--- config.mk ---
export PLATFORM = sky130hd
export DESIGN_NAME = uart_tx_button
export DESIGN_NICKNAME = d
export VERILOG_FILES = /design/src/rtl/uart_pkg.sv /design/src/rtl/sync_rise.sv /design/src/rtl/uart_tx_button.sv
export SDC_FILE = /design/constraint.sdc
export NUM_CORES = 1
export LEC_CHECK = 0
export ABC_AREA = 0
export ABC_CLOCK_PERIOD_IN_PS = 3800
export CAP_MARGIN = 30
export CORE_MARGIN = 2
export CORE_UTILIZATION = 60
export DETAILED_ROUTE_END_ITERATION = 12
export PLACE_DENSITY = 0.83
export SLEW_MARGIN = 10
export SYNTH_ARGS = -nofsm -noshare
export SYNTH_HDL_FRONTEND = slang
export SYNTH_HIERARCHICAL = 1
export SYNTH_SLANG_ARGS = --single-unit
--- constraint.sdc ---
create_clock -name clk_in -period 3.8 [get_ports clk_in]
set_clock_uncertainty 0.15 [all_clocks]
set_input_delay 0.57 -clock clk_in [delete_from_list [all_inputs] [get_ports clk_in]]
set_output_delay 0.57 -clock clk_in [all_outputs]
set_load 0.05 [all_outputs]
--- src/rtl/uart_pkg.sv ---
// Shared types and helpers for the button-triggered UART transmitter.
// Latency: n/a (types, constants and elaboration-time helpers only).
// Backpressure: n/a.
package uart_pkg;

    // Transmit FSM states; PARITY is only reachable when parity is compiled in.
    typedef enum logic [2:0] {
        IDLE,
        START,
        DATA,
        PARITY,
        STOP
    } uart_state_t;

    // Number of payload bits in a frame.
    localparam int DATA_BITS = 8;

    // Clock cycles per serial bit; integer division, caller must keep it >= 2.
    function automatic int clks_per_bit(input int freq, input int baud);
        return freq / baud;
    endfunction

endpackage

--- src/rtl/sync_rise.sv ---
// Two-flop synchroniser plus rising-edge detect for a slow-domain level input.
// Latency: a level first sampled high at edge k gives rise = 1 in the cycle after edge k+1.
// Backpressure: none; rise is a one-cycle pulse that is lost if the consumer ignores it.
module sync_rise (
    input  logic clk_in,
    input  logic rst_n,
    input  logic async_in,
    output logic rise
);

    logic s1;
    logic s2;
    logic s2_d;

    // Resync chain and delayed copy; reset to 1 so a level already high at reset release is not an edge.
    always_ff @(posedge clk_in) begin
        if (!rst_n) begin
            s1   <= 1'b1;
            s2   <= 1'b1;
            s2_d <= 1'b1;
        end else begin
            s1   <= async_in;
            s2   <= s1;
            s2_d <= s2;
        end
    end

    assign rise = s2 & ~s2_d;

endmodule

--- src/rtl/uart_tx_button.sv ---
// Button-triggered UART transmitter: one frame of tx_data per button press; even parity when UART_TX_PARITY_EN is defined.
// Latency: send_req first sampled high at edge k drops tx and raises busy at edge k+2; frame is 10 (11 with parity) bit times.
// Backpressure: none; presses arriving while busy are dropped, a press landing in the first idle cycle after done is taken.
module uart_tx_button
    import uart_pkg::*;
#(
    parameter int CLK_FREQ_HZ = 100_000_000,
    parameter int BAUD        = 9600
) (
    input  logic       clk_in,
    input  logic       rst_n,
    input  logic       send_req,
    input  logic [7:0] tx_data,
    output logic       tx,
    output logic       busy,
    output logic       done
);

    localparam int               CLKS_PER_BIT = clks_per_bit(CLK_FREQ_HZ, BAUD);
    localparam int               CNT_W        = $clog2(CLKS_PER_BIT);
    localparam logic [CNT_W-1:0] CNT_LAST     = CNT_W'(CLKS_PER_BIT - 1);
    localparam logic [2:0]       IDX_LAST     = 3'(DATA_BITS - 1);

    uart_state_t      state_q;
    uart_state_t      state_nxt;
    logic [CNT_W-1:0] cnt_q;
    logic [2:0]       bit_idx_q;
    logic [7:0]       shift_q;
    logic             trig;
    logic             bit_end;
    logic             load;
    logic             shift_en;
`ifdef UART_TX_PARITY_EN
    logic             par_q;
`endif

    sync_rise u_sync_rise (
        .clk_in   (clk_in),
        .rst_n    (rst_n),
        .async_in (send_req),
        .rise     (trig)
    );

    assign bit_end = (cnt_q == CNT_LAST);

    // State register.
    always_ff @(posedge clk_in) begin
        if (!rst_n) begin
            state_q <= IDLE;
        end else begin
            state_q <= state_nxt;
        end
    end

    // Next-state and line outputs; tx/busy/done are decoded from state so reset clears them on the next edge.
    always_comb begin
        state_nxt = state_q;
        tx        = 1'b1;
        busy      = 1'b1;
        done      = 1'b0;
        load      = 1'b0;
        shift_en  = 1'b0;
        case (state_q)
            IDLE: begin
                busy = 1'b0;
                if (trig) begin
                    load      = 1'b1;
                    state_nxt = START;
                end
            end
            START: begin
                tx = 1'b0;
                if (bit_end) begin
                    state_nxt = DATA;
                end
            end
            DATA: begin
                tx = shift_q[0];
                if (bit_end) begin
                    shift_en = 1'b1;
                    if (bit_idx_q == IDX_LAST) begin
`ifdef UART_TX_PARITY_EN
                        state_nxt = PARITY;
`else
                        state_nxt = STOP;
`endif
                    end
                end
            end
`ifdef UART_TX_PARITY_EN
            PARITY: begin
                tx = par_q;
                if (bit_end) begin
                    state_nxt = STOP;
                end
            end
`endif
            STOP: begin
                if (bit_end) begin
                    done      = 1'b1;
                    state_nxt = IDLE;
                end
            end
            default: begin
                busy      = 1'b0;
                state_nxt = IDLE;
            end
        endcase
    end

    // Baud counter, bit index and shift register; the byte is latched once so later tx_data changes are ignored.
    always_ff @(posedge clk_in) begin
        if (!rst_n) begin
            cnt_q     <= '0;
            bit_idx_q <= '0;
            shift_q   <= '0;
`ifdef UART_TX_PARITY_EN
            par_q     <= 1'b0;
`endif
        end else if (load) begin
            cnt_q     <= '0;
            bit_idx_q <= '0;
            shift_q   <= tx_data;
`ifdef UART_TX_PARITY_EN
            par_q     <= ^tx_data;
`endif
        end else if (state_q != IDLE) begin
            cnt_q <= bit_end ? '0 : cnt_q + 1'b1;
            if (shift_en) begin
                shift_q   <= {1'b0, shift_q[7:1]};
                bit_idx_q <= bit_idx_q + 3'd1;
            end
        end
    end

endmodule

==> flow_metrics.tcl, run 1 <==
set metrics [dict create \
    hold_viol_final 0 \
    synth_flop_cell "dfxtp_1" \
    ys_ff_latch 31 \
    tightest_slew_ns 0.852 \
    numPlacedInstances 204 \
    grt_usage_pct 23.5 \
    hold_ws_ns 0.275 \
    cts_tree "built" \
    status "finished clean" \
    synthCells 173 \
    maxCapViolCount 0 \
    clockBufferDepth 2 \
    root_buffer "clkbuf_4" \
    top_layer_used "met4" \
    drt-met1-wl_mm 1.39 \
    hold_depth 1 \
    drt_iter0_markers 32 \
    hp-class "flip-flop to flip-flop" \
    synthTopCellsByArea "dfxtp_1 (42%), o21ai_0 (6.4%), nand3_1 (4.1%)" \
    grt_max_degree 18 \
    multi_input_area_um2 806 \
    cts.sinks 31 \
    route.detailed.drc 0 \
    clk_latency_ns 0.33 \
    die_x_um 53.6 \
    postCtsSetupBuffers 0 \
    ioPinCount 14 \
    cp.arrival_ns 2.87 \
    max_freq_ghz 0.279 \
    final.setup.tns_ns 0 \
    period_share_pct 94.4 \
    antennaDiodeCount 0 \
    drive_above_1_share_pct 7.61 \
    ys_seq_area_share_pct 42.0 \
    wl_met2_mm 1.35 \
    synth_nets 187 \
    regArea_um2 621 \
    worst_setup_path_start_kind "flip-flop" \
    p_per_area_mw_per_mm2 333 \
    synth-edff-count 0 \
    syn_area_mm2 0.00148 \
    fp.coreArea_mm2 0.00228 \
    relSlewSlack_pct 42.7 \
    wire_per_inst_um 13.7 \
    grt_pass1_vias 1164 \
    ir_drop_v 0.000359 \
    clk_pin_slew_worst_paths_ns 0.10 \
    vias_per_cell 6.13 \
    synthArstFlopShare_pct 0 \
    critPathLaunch "cnt_q[4]" \
    rr_worst_depth 4 \
    syn_to_final_growth_pct 11.3 \
    synth_cell_types 38 \
    ctsHoldBuffers 0 \
    io_buffer_count 13 \
    ff2ff_setup_slack_ns 1.26 \
    yosys.area.top_type "dfxtp_1" \
    crit_type "flip-flop to output pin" \
    fin_cells 212 \
    crit_fanout 16 \
    numCtsBuffers 5 \
    nNetsFinal 197 \
    hpwl_mm 2.04 \
    initial_core_util_pct 65.0 \
    wl_mm 2.91 \
    finalSetupViolCount 0 \
    grt.overflow.total 0 \
    period_minus_slack_ns 3.59 \
    end_kind "output pin" \
    routabilityCongestion 0.836 \
    synth_top_area_share_pct 42.0 \
    num_rows 17 \
    syn_avg_cell_area_um2 8.55 \
    grt_pass1_wl_mm 4.84 \
    ctsResizeCount 0 \
    crit_required_ns 3.08 \
    slew_viol_final 0 \
    antenna_found_initial 0 \
    dr.pass1.iters 4 \
    dpl_cell_area_mm2 0.00160 \
    worstHoldStart "u_sync_rise/s1" \
    fill_cells 173 \
    final_common_cell "dfxtp_1" \
    r2r-start "cnt_q[4]" \
    rsz0062_at_grt "false" \
    setup_slack_ns 0.212 \
    cts_max_level 2 \
    dp_slack_ns 0.588 \
    antenna_left 0 \
    ys_warn_count 6 \
    die-height_um 53.6 \
    vias 1299 \
    dieArea_mm2 0.00288 \
    hold-path-endpoint "u_sync_rise/s2" \
    postLayoutCellArea_mm2 0.00165 \
    dr_wl_met3_um 132 \
    p_leak_uw 0.000546 \
    final_cell_mix "dfxtp_1 (31), o21ai_0 (19), nor2_1 (14), clkdlybuf4s50_1 (13)" \
    r2r_end "cnt_q[10]" \
]
## report_power, final
group	internal, µW	switching (µW)
Clock	72.1	113
Sequential	329	2.48
Combinational	15.9	15.5
## per-stage QoR
step	util (%)	total power (µW)
finish	72.3	548
global route	72.3	567
CTS	72.3	553
detailed placement	70.1	371
global placement	70.1	369
floorplan	-	356
## cells in the mapped netlist, types with 2 or more instances
| cell type | number |
|---|---|
| a21oi_1 | 10 |
| a31oi_1 | 6 |
| and3_1 | 2 |
| clkbuf_1 | 8 |
| dfxtp_1 | 31 |
| ha_1 | 3 |
| mux2i_1 | 2 |
| nand2_1 | 12 |
| nand2b_1 | 5 |
| nand3_1 | 12 |
| nand4_1 | 5 |
| nor2_1 | 14 |
| nor2b_1 | 2 |
| nor3_1 | 4 |
| o21ai_0 | 19 |
| or3_1 | 5 |
| or4_1 | 2 |
| or4_4 | 2 |
| xnor2_1 | 6 |
| xor2_1 | 5 |
## worst max path at each step
stage | slack [ns] | cells after the start | to
floorplan | 0.72 | 5 | done
global placement | 0.63 | 4 | done
detailed placement | 0.59 | 4 | done
CTS | 0.22 | 4 | done
global route | 0.16 | 4 | done
finish | 0.21 | 4 | done
## final cells by class
type	instances	share of cell area (%)
inverter	1	0.228
clock inverter	1	0.304
tap	28	2.13
clock buffer	7	2.74
sequential	31	37.7
multi-input combinational	131	49.0
timing repair buffer	13	7.91
## sequential cells by signal, indices dropped and copies added, names as in the netlist
register          count
bit_idx_q             3
cnt_q                14
shift_q               8
state_q               3
u_sync_rise/s1        1
u_sync_rise/s2        1
u_sync_rise/s2_d      1
## layer usage
layer | vias to the layer above | track usage, %
met5 | - | 0
met4 | 0 | 11.5
met3 | 6 | 7.22
met2 | 41 | 37.4
met1 | 607 | 28.7
li1 | 645 | -
## worst max-delay path, cell delays in order, from the launching register on
cell and delay, ns:
dfxtp_1 0.39, or4_4 0.56, or4_4 0.63, nor2_1 0.14
clkdlybuf4s50_1 0.81
## cell families after synthesis
| kind of cell | count (synthesis) | synth area share [%] |
|---|---|---|
| xor+xnor | 11 | 6.51 |
| compound gates | 41 | 15.9 |
| simple gates | 74 | 28.2 |
| mux | 2 | 1.35 |
| fa+ha+maj | 3 | 2.54 |
| buf+inv | 11 | 3.55 |
| flops | 31 | 42.0 |
(Power assumes the default switching activity.)
==> run 2, diff against run 1 <==
- REMOVE_ABC_BUFFERS: default -> 1
==> flow_metrics.tcl, run 2 (synthesis results as in run 1) <==
set metrics [dict create \
    status "finished clean" \
    maxCapViolCount 0 \
    grt.overflow.total 0 \
    grt_pass1_wl_mm 4.95 \
    dpl_cell_area_mm2 0.00160 \
    fill_cells 193 \
    reg_top3 "cnt_q: 14 flops, shift_q: 8 flops" \
    rr_worst_depth 4 \
    die-height_um 53.6 \
    antenna_found_initial 0 \
    p_sw_share_pct 21.3 \
    tightest_slew_ns 0.846 \
    vias 1280 \
    routabilityCongestion 0.772 \
    clk_pin_slew_worst_paths_ns 0.09 \
    ctsHoldBuffers 0 \
    relSlewSlack_pct 43.2 \
    numPlacedInstances 204 \
    fp.coreArea_mm2 0.00228 \
    slew_viol_final 0 \
    io_buffer_count 13 \
    grt_usage_pct 23.8 \
    die_x_um 53.6 \
    period_share_pct 93.6 \
    cts_max_level 2 \
    hold_ws_ns 0.275 \
    max_freq_ghz 0.281 \
    num_rows 17 \
    final_util_pct 73.1 \
    rsz0062_at_grt "false" \
    syn_to_final_growth_pct 12.5 \
    hp-class "flip-flop to flip-flop" \
    clkPwrFrac_pct 37.1 \
    hold_viol_final 0 \
    period_minus_slack_ns 3.56 \
    dieArea_mm2 0.00288 \
    fin_cells 212 \
    drive_above_1_share_pct 8.15 \
    final_cell_mix "dfxtp_1 (31), o21ai_0 (19), nor2_1 (14), clkdlybuf4s50_1 (13)" \
    p_int_uw 454 \
    nNetsFinal 197 \
    p_per_area_mw_per_mm2 347 \
    wl_mm 2.93 \
    ctsResizeCount 0 \
    clockBufferDepth 2 \
    drt_iter0_markers 50 \
    dr.pass1.iters 4 \
    numCtsBuffers 5 \
    initial_core_util_pct 65.0 \
    combPwrFrac_pct 5.4 \
    crit_type "flip-flop to output pin" \
    ir_drop_v 0.000307 \
    final.setup.tns_ns 0 \
    largest_reg_flops 14 \
    worst_setup_path_start_kind "flip-flop" \
    grt_pass1_vias 1183 \
    antenna_left 0 \
    clk_latency_ns 0.32 \
    end_kind "output pin" \
    top_register "cnt_q" \
    grt_max_degree 18 \
    cts.sinks 31 \
    crit_fanout 16 \
    p_switching_uw 123 \
    hold_depth 1 \
    final_common_cell "dfxtp_1" \
    cts_tree "built" \
    vias_per_cell 6.04 \
    postCtsSetupBuffers 0 \
    cp.arrival_ns 2.84 \
    antennaDiodeCount 0 \
    p_leak_uw 0.000555 \
    finalSetupViolCount 0 \
    wire_per_inst_um 13.8 \
    seq_power_share_pct 57.5 \
    hpwl_mm 2.09 \
    crit_required_ns 3.08 \
    route.detailed.drc 0 \
    postLayoutCellArea_mm2 0.00166 \
    root_buffer "clkbuf_4" \
    ioPinCount 14 \
]
## run 2: changes by cell type in the layout (fill, tap and decap cells not counted)
cell      before  now
clkbuf_1       2    1
clkbuf_8       0    2
clkinv_2       1    0
## run 2: final cells by class
cell class | count | area, µm² | area share, %
Tap cell | 28 | 35.0 | 2.11
Timing Repair Buffer | 13 | 130 | 7.82
Sequential cell | 31 | 621 | 37.3
Multi-Input combinational cell | 131 | 806 | 48.4
Clock buffer | 8 | 68.8 | 4.14
Inverter | 1 | 3.75 | 0.226
## run 2: worst max-delay path: stages (launching register included)
cell	delay, ns
dfxtp_1	0.38
or4_4	0.56
or4_4	0.64
nor2_1	0.14
clkdlybuf4s50_1	0.81
## run 2: path summary, 6_finish.rpt
| check | end | slack, ns | startpoint |
|---|---|---|---|
| hold reg to reg | u_sync_rise/s2 | 0.28 | u_sync_rise/s1 |
| setup / recovery | done | 0.24 | cnt_q[4] |
| setup reg to reg | cnt_q[10] | 1.26 | cnt_q[4] |
| hold / removal | u_sync_rise/s2 | 0.28 | u_sync_rise/s1 |
## run 2: stage by stage
| step | power (µW) | setup slack [ns] |
|---|---|---|
| finish | 577 | 0.244 |
| global route | 601 | 0.133 |
| CTS | 583 | 0.231 |
| detailed placement | 370 | 0.589 |
| global placement | 369 | 0.629 |
| floorplan | 354 | 0.919 |
## run 2: per-layer routing
| layer | part of all wire [%] | wire length, µm | up-vias | track usage (%) |
|---|---|---|---|---|
| li1 | - | - | 644 | - |
| met1 | 47 | 1380 | 614 | 29.5 |
| met2 | 49 | 1420 | 18 | 39.3 |
| met3 | 2.9 | 85 | 4 | 5.83 |
| met4 | 1.5 | 45 | 0 | 10.3 |
| met5 | 0 | 0 | - | 0 |
## run 2: power by group through the flow
stage                     sequential, µW  combinational [µW]  clock, µW
after floorplan                      339                15.2          0
after global placement               339                30.4          0
after detailed placement             339                31.1          0
after CTS                            332                31.3        220
after global routing                 332                34.2        234
final                                332                31.2        214
==> run 3, diff against run 2 <==
- ABC_CLOCK_PERIOD_IN_PS: 3800 -> 2900
- CORE_UTILIZATION: 60 -> 50
- PLACE_DENSITY: 0.83 -> 0.74
- clock period: 3.8 -> 2.9 ns (I/O delays scaled with it)
==> flow_metrics.tcl, run 3 (synthesis results as in run 1) <==
set metrics [dict create \
    slew_viol_final 0 \
    hpwl_mm 2.23 \
    end_kind "output pin" \
    dpl_cell_area_mm2 0.00165 \
    num_rows 19 \
    regArea_um2 621 \
    ioPinCount 14 \
    grt_pass1_wl_mm 5.35 \
    p_sw_share_pct 22.6 \
    antennaDiodeCount 0 \
    worst_setup_path_start_kind "flip-flop" \
    drt_iter0_markers 61 \
    top_register "cnt_q" \
    p_leak_uw 0.000583 \
    vias_per_cell 5.82 \
    dieArea_mm2 0.00341 \
    tightest_slew_ns 0.638 \
    antenna_found_initial 0 \
    largest_reg_flops 14 \
    final_common_cell "dfxtp_1" \
    routabilityCongestion 0.887 \
    ir_drop_v 0.000381 \
    crit_type "flip-flop to output pin" \
    cts_max_level 2 \
    crit_fanout 16 \
    postLayoutCellArea_mm2 0.00170 \
    io_buffer_count 13 \
    rsz0062_at_grt "false" \
    clk_latency_ns 0.33 \
    seq_power_share_pct 59.4 \
    postCtsSetupBuffers 0 \
    grt.overflow.total 0 \
    initial_core_util_pct 53.2 \
    hp-class "flip-flop to flip-flop" \
    multi_input_area_um2 808 \
    antenna_left 0 \
    crit_required_ns 2.32 \
    cts_tree "built" \
    grt_pass1_vias 1166 \
    cp.arrival_ns 2.22 \
    ctsHoldBuffers 0 \
    period_share_pct 96.8 \
    ctsResizeCount 1 \
    grt_usage_pct 20.9 \
    vias 1275 \
    clk_pin_slew_worst_paths_ns 0.09 \
    syn_to_final_growth_pct 15.2 \
    cts.sinks 31 \
    clkPwrFrac_pct 34.6 \
    route.detailed.drc 0 \
    die-height_um 58.4 \
    hold_viol_final 0 \
    final_cell_mix "dfxtp_1 (31), o21ai_0 (19), nor2_1 (13), nand3_1 (12), nand2_1 (12)" \
    relSlewSlack_pct 57.3 \
    period_minus_slack_ns 2.81 \
    final.setup.tns_ns 0 \
    dr.pass1.iters 4 \
    reg_top3 "cnt_q: 14 flops, shift_q: 8 flops" \
    root_buffer "clkbuf_4" \
    status "finished clean" \
    maxCapViolCount 0 \
    drive_above_1_share_pct 11.7 \
    finalSetupViolCount 0 \
    combPwrFrac_pct 6.0 \
    fp.coreArea_mm2 0.00278 \
    p_switching_uw 165 \
    p_int_uw 567 \
    max_freq_ghz 0.356 \
    fill_cells 262 \
    die_x_um 58.4 \
    wire_per_inst_um 14.0 \
    wl_mm 3.08 \
    clockBufferDepth 2 \
    grt_max_degree 17 \
    p_per_area_mw_per_mm2 430 \
    numCtsBuffers 5 \
    nNetsFinal 202 \
]
## run 3: path summary, 6_finish.rpt
kind / startpoint / end / slack, ns / cells after the start
worst min register to register: u_sync_rise/s1 / u_sync_rise/s2 / 0.29 / 1
worst min-delay path: u_sync_rise/s1 / u_sync_rise/s2 / 0.29 / 1
worst max-delay path: cnt_q[4] / done / 0.09 / 4
worst max register to register: cnt_q[4] / state_q[1] / 0.57 / 4
## run 3: power groups by stage
stage	sequential, µW	clock, µW	combinational [µW]
after floorplan	444	0	19.9
after global placement	444	0	43.3
after detailed placement	445	0	44.3
after CTS	435	262	44.4
after global routing	435	279	48.9
final	435	253	44.2
## run 3: layout make-up
cell class,count,area share [%]
clock buffer,6,3.01
clock inverter,1,0.294
inverter,1,0.220
multi-input combinational,131,47.4
sequential,31,36.4
tap,31,2.28
timing repair buffer,18,10.4
## run 3: metal layers
| metal | track usage, % | wire length, µm |
|---|---|---|
| met3 | 7.03 | 132 |
| met1 | 27.1 | 1440 |
| met2 | 31.1 | 1430 |
| met5 | 0 | 0 |
| met4 | 9.97 | 70 |
## run 3: per-stage QoR
step	setup slack [ns]	cells	hold slack, ns	total power (µW)	util [%]
global placement	0.407	212	0.257	487	59.2
floorplan	0.154	163	0.236	463	-
finish	0.0919	219	0.286	732	61.3
CTS	0.0192	219	0.299	741	61.2
global route	0.0153	219	0.322	763	61.3
detailed placement	0.334	212	0.272	489	59.2
## run 3: worst max-delay path: stages (launching register included)
cell	delay [ns]
dfxtp_1	0.37
or4_4	0.56
or4_4	0.64
nor2_2	0.17
buf_12	0.15
==> edit: new RTL, flow settings as in run 2 <==
Reset style: asynchronous (`rst_n`), changed in 3 clocked blocks.
--- a/src/rtl/sync_rise.sv
+++ b/src/rtl/sync_rise.sv
@@ -13,7 +13,7 @@
     logic s2_d;
 
     // Resync chain and delayed copy; reset to 1 so a level already high at reset release is not an edge.
-    always_ff @(posedge clk_in) begin
+    always_ff @(posedge clk_in or negedge rst_n) begin
         if (!rst_n) begin
             s1   <= 1'b1;
             s2   <= 1'b1;
--- a/src/rtl/uart_tx_button.sv
+++ b/src/rtl/uart_tx_button.sv
@@ -44,7 +44,7 @@
     assign bit_end = (cnt_q == CNT_LAST);
 
     // State register.
-    always_ff @(posedge clk_in) begin
+    always_ff @(posedge clk_in or negedge rst_n) begin
         if (!rst_n) begin
             state_q <= IDLE;
         end else begin
@@ -109,7 +109,7 @@
     end
 
     // Baud counter, bit index and shift register; the byte is latched once so later tx_data changes are ignored.
-    always_ff @(posedge clk_in) begin
+    always_ff @(posedge clk_in or negedge rst_n) begin
         if (!rst_n) begin
             cnt_q     <= '0;
             bit_idx_q <= '0;
Behaviour: differs if rst_n is asserted again (counterexample within 10 cycles, from zero or initial values and one cycle with rst_n low); with rst_n held inactive, the same outputs for 10 cycles.
==> edit against run 2 <==
  * Hold slack lost 0.065 ns
  * Final cell count shrank 0.94%
  * Synthesized area is 15% higher
  * Setup slack improved by 0.28 ns
  * Fmax rose by 8.6%
  * Via count rose by 8.9%
  * Sequential cell count unchanged
  * Routed wire length up 18%
  * Count of clock-buffer cells in the layout shrank 2
  * Cell area increased by 15%
  * Largest cell class unchanged
  * Highest routed layer unchanged
Power is not compared: it rests on default switching activity, and its combinational part moved more than twofold at a synthesized area within 25%.
==> edit: results (changes against run 2) <==
* Status: completed
* Routability cong. at 0.900 (+17%)
* Post-synthesis compound-gate area fraction at 22.8% (+6.9 points)
* Pre-antenna DRT Iters at 4 (unchanged)
* First-pass GRT wire length at 5.91 mm (+19%)
* Main synth FF type: dfrtp_1
* Met2 Resource Use GR at 35.5% (-3.8 points)
* Post-synthesis mux area share at 0.589% (-0.76 points)
* H-Tree Depth at 2 (unchanged)
* DR top layer: met4
* Root Buffer: clkbuf_4
* Top flop regs: cnt_q (14), shift_q (8)
* Slew @ Worst Pin at 0.523 ns (-0.322 ns)
* Asr flop ratio synth at 100% (+100 points)
* XOR/XNOR Fraction of Synth Area at 0.515% (-6.0 points)
* Ant. Diodes at 0 (unchanged)
* Hold Crit Class: reg2reg
* Switch share at a little over a quarter
* Crit-path max cell delay at 0.84 ns (+0.03 ns)
* Critical path peak fanout at 6 (-10)
* Clock insertion delay at the later pin of the skew report at 0.34 ns (+0.02 ns)
* Number of global-route vias before repair at 1,328 (+12%)
* Met2 routed WL at 1.64 mm (+16%)
* Total CTS buffers at 5 (unchanged)
* Met3 Use GR at 6.35% (+0.52 points)
* Met1 Wirelength at 1.56 mm (+13%)
* GRT met1 Usage at 31.1% (+1.6 points)
* Post-CTS Setup Inserts at 0 (unchanged)
* Worst-path cell with the longest stage delay: clkdlybuf4s50_1
* WL final at 3.46 mm (+18%)
* CP Data Arrival Time at 2.55 ns (-0.29 ns)
* Largest net degree at the start of global routing at 32 (+14)
* CTS-repair resized insts at 0 (unchanged)
* Final #Nets at 192 (-2.5%)
* Synth cell count leaders: dfrtp_1, nand2_1, a31oi_1
* Synth Area in Adders at 2.21% (-0.33 points)
* Filler instances at 201 (+4.1%)
* Post-detail-place hpwl at 2.27 mm (+8.7%)
* Synth top area cells: dfrtp_1, a31oi_1, dfstp_2
* Port bufs at 13 (unchanged)
* Met3 WL post-DR at 199 um (+130%)
* Static Leak at about 0.00084 uW
* Vias at 1,394 (+8.9%)
* Seq/Total Area, Yosys at 45.9% (+3.9 points)
* DR iter-0 viols at 121 (+140%)
* Layout cells sized above 1 at 13.4% (+5.3 points)
* Peak supply drop at around 0.00041 V
* Clk slew on worst S/H paths at 0.09 ns (about the same)
* Synth warn at 6 (unchanged)
* CTS Buffer Depth at 2 (unchanged)
* Delay-heaviest family, CP: buffers and inverters
* Initial antenna violation count at 0 (unchanged)
* Post-synth cell types at 47 (+24%)
* Main combinational cell family by area after synthesis: simple AND/OR/NAND/NOR gates
* Total track usage at 23.6% (-0.20 points)
edit: cell count changes after synthesis, sizes merged, moves of 4 or more:
cell           run 2  this run
a211o              0         5
a21oi             10         2
a31oi              6        13
a41oi              0         6
buf                2        11
clkbuf             8         2
dfrtp              0        28
dfxtp             31         0
nor2              14         7
o21ai             19         8
o221a              0         4
xnor2              6         1
xor2               5         0
edit: final timing paths:
| kind | start | end | slack (ns) | cells past startpoint |
|---|---|---|---|---|
| min | u_sync_rise/s1 | u_sync_rise/s2 | 0.21 | 0 |
| max | cnt_q[0] | done | 0.53 | 5 |
| max in group asynchronous | rst_n | u_sync_rise/s2 | 2.72 | 2 |
| min reg2reg | u_sync_rise/s1 | u_sync_rise/s2 | 0.21 | 0 |
| max reg2reg | cnt_q[0] | shift_q[6] | 1.63 | 6 |
| min in group asynchronous | rst_n | state_q[2] | 0.46 | 2 |
edit: power by group through the flow:
stage	clock (uW)	combinational, uW	sequential, uW
CTS	282	114	428
global route	290	128	438
floorplan	0	81.9	422
finish	275	113	429
detailed placement	0	114	433
global placement	0	109	431
edit: cell type report:
| type | instances | area share, % |
|---|---|---|
| Clock inverter | 2 | 1.84 |
| Sequential cell | 31 | 40.9 |
| Inverter | 3 | 0.591 |
| Tap cell | 31 | 2.03 |
| Clock buffer | 6 | 2.69 |
| Multi-Input combinational cell | 121 | 44.0 |
| Timing Repair Buffer | 16 | 8.01 |
edit: stage by stage:
step / power (uW) / hold slack, ns / area [sq um] / setup slack, ns / std cells
after floorplan: 504 / 0.124 / 1630 / 0.842 / 155
final: 818 / 0.211 / 1910 / 0.525 / 210
after detailed placement: 547 / 0.197 / 1820 / 0.908 / 202
after global routing: 855 / 0.214 / 1910 / 0.403 / 210
after CTS: 823 / 0.211 / 1910 / 0.517 / 210
after global placement: 540 / 0.196 / 1820 / 0.976 / 202
